File: config.mk
export PLATFORM = sky130hd
export DESIGN_NAME = matmul_seq_ctrl
export DESIGN_NICKNAME = d
export VERILOG_FILES = /design/src/rtl/matmul_seq_ctrl.sv
export SDC_FILE = /design/constraint.sdc
export NUM_CORES = 1
export LEC_CHECK = 0
export BUFFER_PORTS_ARGS = -buffer_cell sky130_fd_sc_hd__buf_2
export CAP_MARGIN = 20
export CORE_UTILIZATION = 25
export DETAILED_ROUTE_END_ITERATION = 12
export SLEW_MARGIN = 30
export SYNTH_ARGS = -nofsm -noshare
export SYNTH_HDL_FRONTEND = slang
export SYNTH_SLANG_ARGS = --single-unit
File: constraint.sdc
create_clock -name clk -period 4.21 [get_ports clk]
set_input_delay 0 -clock clk [delete_from_list [all_inputs] [get_ports clk]]
set_output_delay 0 -clock clk [all_outputs]
set_load 0.05 [all_outputs]
File: src/rtl/matmul_seq_ctrl.sv
// matmul_seq_ctrl: loop sequencer for the matrix compute core.
// Walks i<M, j<N, k<K and issues one operand beat per k step. After the last
// beat of each (i,j) it waits for the MAC result, then issues one C write.
// All flat indices come from running adders; there are no multipliers.
module matmul_seq_ctrl #(
    parameter int DIM_W   = 16,
    parameter int IDX_W   = 32,
    parameter int MAC_LAT = 3
) (
    input  logic             clk,
    input  logic             rst_n,
    input  logic             start,
    input  logic [31:0]      cfg_m,
    input  logic [31:0]      cfg_k,
    input  logic [31:0]      cfg_n,
    output logic             busy,
    output logic             done,
    output logic             err,
    output logic             op_valid,
    input  logic             op_ready,
    output logic [IDX_W-1:0] op_a_idx,
    output logic [IDX_W-1:0] op_b_idx,
    output logic             op_first,
    output logic             op_last,
    output logic             wr_valid,
    input  logic             wr_ready,
    output logic [IDX_W-1:0] wr_idx
);

    localparam int CNT_W = (MAC_LAT < 2) ? 2 : $clog2(MAC_LAT + 1) + 1;

    typedef enum logic [2:0] {IDLE, CALC, DRAIN, WRITE, FIN} state_t;

    state_t           state, state_nxt;
    logic [DIM_W-1:0] m_r, k_r, n_r;
    logic [DIM_W-1:0] i_cnt, j_cnt, k_cnt;
    logic [IDX_W-1:0] a_row_base;
    logic [CNT_W-1:0] drain_cnt;

    logic cfg_bad, op_hs, wr_hs, k_end, j_end, i_end;

    // A zero dimension or one that does not fit DIM_W cannot be run.
    assign cfg_bad = (cfg_m == 32'd0) || (cfg_k == 32'd0) || (cfg_n == 32'd0) ||
                     ((cfg_m >> DIM_W) != 32'd0) || ((cfg_k >> DIM_W) != 32'd0) ||
                     ((cfg_n >> DIM_W) != 32'd0);

    assign op_hs = op_valid && op_ready;
    assign wr_hs = wr_valid && wr_ready;
    assign k_end = (k_cnt == k_r - DIM_W'(1));
    assign j_end = (j_cnt == n_r - DIM_W'(1));
    assign i_end = (i_cnt == m_r - DIM_W'(1));

    // State register.
    always_ff @(posedge clk or negedge rst_n) begin
        if (!rst_n) state <= IDLE;
        else        state <= state_nxt;
    end

    // Next-state and the state-decoded strobes.
    always_comb begin
        state_nxt = state;
        busy      = 1'b0;
        done      = 1'b0;
        op_valid  = 1'b0;
        wr_valid  = 1'b0;
        case (state)
            IDLE: begin
                if (start) state_nxt = cfg_bad ? FIN : CALC;
            end
            CALC: begin
                busy     = 1'b1;
                op_valid = 1'b1;
                // With a one-cycle MAC the write follows the last beat directly.
                if (op_hs && k_end) state_nxt = (MAC_LAT <= 1) ? WRITE : DRAIN;
            end
            DRAIN: begin
                busy = 1'b1;
                // Counter holds MAC_LAT on entry; leaving at 2 lands WRITE
                // exactly MAC_LAT cycles after the last-beat handshake.
                if (drain_cnt <= CNT_W'(2)) state_nxt = WRITE;
            end
            WRITE: begin
                busy     = 1'b1;
                wr_valid = 1'b1;
                if (wr_hs) state_nxt = (i_end && j_end) ? FIN : CALC;
            end
            FIN: begin
                done      = 1'b1;
                state_nxt = IDLE;
            end
            default: state_nxt = IDLE;
        endcase
    end

    // Loop counters, running index adders and the sticky config error.
    always_ff @(posedge clk or negedge rst_n) begin
        if (!rst_n) begin
            m_r        <= '0;
            k_r        <= '0;
            n_r        <= '0;
            i_cnt      <= '0;
            j_cnt      <= '0;
            k_cnt      <= '0;
            a_row_base <= '0;
            drain_cnt  <= '0;
            err        <= 1'b0;
            op_a_idx   <= '0;
            op_b_idx   <= '0;
            op_first   <= 1'b0;
            op_last    <= 1'b0;
            wr_idx     <= '0;
        end else begin
            case (state)
                IDLE: begin
                    if (start) begin
                        m_r        <= cfg_m[DIM_W-1:0];
                        k_r        <= cfg_k[DIM_W-1:0];
                        n_r        <= cfg_n[DIM_W-1:0];
                        err        <= cfg_bad;
                        i_cnt      <= '0;
                        j_cnt      <= '0;
                        k_cnt      <= '0;
                        a_row_base <= '0;
                        op_a_idx   <= '0;
                        op_b_idx   <= '0;
                        op_first   <= 1'b1;
                        op_last    <= (cfg_k[DIM_W-1:0] == DIM_W'(1));
                        wr_idx     <= '0;
                    end
                end
                CALC: begin
                    if (op_hs) begin
                        if (k_end) begin
                            k_cnt     <= '0;
                            drain_cnt <= CNT_W'(MAC_LAT);
                        end else begin
                            k_cnt    <= k_cnt + DIM_W'(1);
                            op_a_idx <= op_a_idx + IDX_W'(1);
                            op_b_idx <= op_b_idx + IDX_W'(n_r);
                            op_first <= 1'b0;
                            // k+1 is the final step when k+2 == K; k <= K-2 here so no wrap.
                            op_last  <= (k_cnt + DIM_W'(2) == k_r);
                        end
                    end
                end
                DRAIN: begin
                    drain_cnt <= drain_cnt - CNT_W'(1);
                end
                WRITE: begin
                    if (wr_hs) begin
                        wr_idx   <= wr_idx + IDX_W'(1);
                        op_first <= 1'b1;
                        op_last  <= (k_r == DIM_W'(1));
                        if (!j_end) begin
                            j_cnt    <= j_cnt + DIM_W'(1);
                            op_a_idx <= a_row_base;
                            op_b_idx <= IDX_W'(j_cnt) + IDX_W'(1);
                        end else if (!i_end) begin
                            j_cnt      <= '0;
                            i_cnt      <= i_cnt + DIM_W'(1);
                            a_row_base <= a_row_base + IDX_W'(k_r);
                            op_a_idx   <= a_row_base + IDX_W'(k_r);
                            op_b_idx   <= '0;
                        end
                    end
                end
                default: ;
            endcase
        end
    end

endmodule

==> impl_metrics.toml <==
[sta]
finalMaxSlewViolations = 0
hold_viol_final = 0
fin_crit_sh = 0.913
rsz0062_at_grt = "false"
fin_ws_ns = 0.364
finalClockSkew_ns = 0.0205
max_freq_ghz = 0.260
finalSetupTns_ns = 0
period_needed_ns = 3.85
maxSlewHeadroom = 0.412
setup_viol = 0
tightest_slew_ns = 0.882

[drt]
antenna_left = 0
drt_pass1_iterations = 7
drc = 0
drt_iter0_markers = 1134
vias = 15300
wl_mm = 53.3
post_drt_wl_per_cell_um = 17.9
vias_per_cell = 5.17

[synthesis]
synth_top_area_share = 0.374
synth-async-reset-ratio = 1.00
syn_inst = 1868
synth_seq_cells = 233
ys.flop_type = "dfrtp_1"
synth_nets = 2015
yosysMostFrequentCell = "nand2_1"
synth_cell_types = 83
synth_area_sq_um = 15600
avgSynthCellArea_sq_um = 8.36
synth_top_cell_by_area = "dfrtp_1"
synth_area_leaders = "dfrtp_1, nand2_1, xnor2_1, xor2_1, o21ai_0"
synth_edf_count = 0
ys_seq_area_frac = 0.374
netlist_top_cells_count = "nand2_1, dfrtp_1, nor2_1, o21ai_0, xnor2_1"
yosys_warnings = 0

[floorplanning]
rows = 91
initial_core_util = 0.253
die_y_um = 252
coreArea_sq_um = 61700
die_x_um = 252
ios = 204
die-area_sq_um = 63400

[final_layout]
final_layout_size_suffix_gt1_frac = 0.160
antennaDiodeCount = 0
final_cell_area_sq_um = 19300
instances_no_fill = 2968
final_util = 0.313
fillers = 6592
syn2layout_area_growth_pct = 23.8
multi_input_area_sq_um = 9260
nNetsFinal = 2253
register_area_sq_um = 5830

[clock_network]
clock_latency_ns = 0.58
clock_sinks = 233
numCtsBuffers = 31
cts_tree = "yes"
h-tree-depth = 1
cts_max_path_buffers = 3
cts_resized = 0
path_clk_slew_ns = 0.06
clock-root-buffer = "clkbuf_16"

[global_route]
overflow = 0
grt_start_max_net_pins = 113
grt_antenna_before_repair = 0
grt_pass1_vias = 14800
track_usage = 0.164
grt_first_pass_wirelength_mm = 83.7

[setup_path]
crit_chain = "or4_1 > or4_4 > and3_4 > o221ai_4 > nor4_2 > or3_2 > buf_12 > or4_1 > a21oi_1"
endpoint_kind = "flip-flop"
cp_slowest_cell = "or4_1"
crit_top_cell = "or4_1"
slowest_delay_ns = 0.70
critical_path_arrival_ns = 4.36
worstPathMaxFanout = 47
start_kind = "flip-flop"
required_ns = 4.72
path_class = "flip-flop to flip-flop"

[power]
powerDensity_nw_per_um2 = 576
leakagePower_nw = 8.60
peakVddDrop_mv = 0.323

[hold_path]
hold_path.class = "primary input to async pin"

[place]
place.detailed.hpwl_mm = 39.2
placed_cell_area_sq_um = 17700
gp_congestion = 0.879
dp_slack_ns = 0.408
port_buffers = 203
dp.cells = 2856

[run]
timing.max_cap.violations = 0

[run_status]
status = "completed"
-- per-stage QoR --
step | total power [W] | hold WS [ns]
finish | 0.0111 | 0.00647
global route | 0.0119 | 0.0552
CTS | 0.0112 | 0.0251
detailed placement | 0.00829 | 0.0401
global placement | 0.00818 | 0.0443
floorplan | 0.00669 | -0.296
-- repair_timing --
action / in CTS / in global routing
hold buffers: 54 / 0
hold endpoints to repair: 125 / 0
buffers inserted: 0 / 0
-- sequential cells by signal, summed over array words and instances (netlist names), 3 cells and up --
signal / flops
state: 3
m_r: 16
k_r: 16
op_a_idx: 32
drain_cnt: 3
op_b_idx: 32
n_r: 16
j_cnt: 16
i_cnt: 16
a_row_base: 32
wr_idx: 32
k_cnt: 16
-- metal layers --
metal	part of all wire	track usage	up-vias
li1	-	-	7277
met1	0.45	0.219	7557
met2	0.48	0.278	435
met3	0.048	0.0196	76
met4	0.024	0.0455	0
met5	0	0	-
-- cell type report --
class,count,area share
clock buffer,45,0.0480
multi-input combinational,1493,0.479
inverter,49,0.00952
clock inverter,13,0.00926
sequential,233,0.302
timing repair buffer,298,0.0983
tap,837,0.0542
-- logic make-up after synthesis --
logic type	share of synthesized area
AOI/OAI and AO/OA	0.187
xor gates and xnor gates	0.0943
adders and majority gates	0.0378
buffers and inverters	0.0356
DFF	0.374
muxes	0.0123
and+or+nand+nor	0.259
-- critical path: cells and delay by family (launching register included) --
kind | cells | cell delay, ns
and+or+nand+nor | 6 | 2.57
AOI/OAI and AO/OA | 2 | 0.52
DFF | 1 | 0.44
buffers and inverters | 1 | 0.20
-- power breakdown --
group          switching, W  total, W  leakage (nW)  internal [W]
sequential         0.000661   0.00328          3.13       0.00262
combinational       0.00326   0.00501          4.92       0.00175
clock               0.00108   0.00285         0.548       0.00177
-- placed cells by master, fill, tap and decap left out, types with 41 or more instances in the layout --
| cell type | netlist | routed |
|---|---|---|
| ha_1 | 44 | 44 |
| xnor2_1 | 86 | 86 |
| nor4_1 | 48 | 48 |
| a21oi_1 | 73 | 72 |
| and3_1 | 42 | 41 |
| buf_2 | 12 | 202 |
| nand3_1 | 74 | 73 |
| o21ai_0 | 123 | 122 |
| xor2_1 | 82 | 82 |
| dfrtp_1 | 233 | 233 |
| dlygate4sd3_1 | 0 | 54 |
| nand2_1 | 289 | 288 |
| inv_1 | 47 | 47 |
| nor2_1 | 157 | 156 |
-- final timing paths --
kind | startpoint | to | slack, ns | cells after the start
setup / recovery | n_r[1] | op_b_idx[17] | 0.36 | 9
hold / removal | rst_n | k_r[13] | 0.006 | 2
setup reg to reg | n_r[1] | op_b_idx[17] | 0.36 | 9
hold reg to reg | op_first | op_first | 0.48 | 1
max in group asynchronous | rst_n | op_a_idx[16] | 2.96 | 3
min in group clk | cfg_m[29] | state[0] | 0.06 | 6
Note: power is estimated with default switching activity, not from simulation.
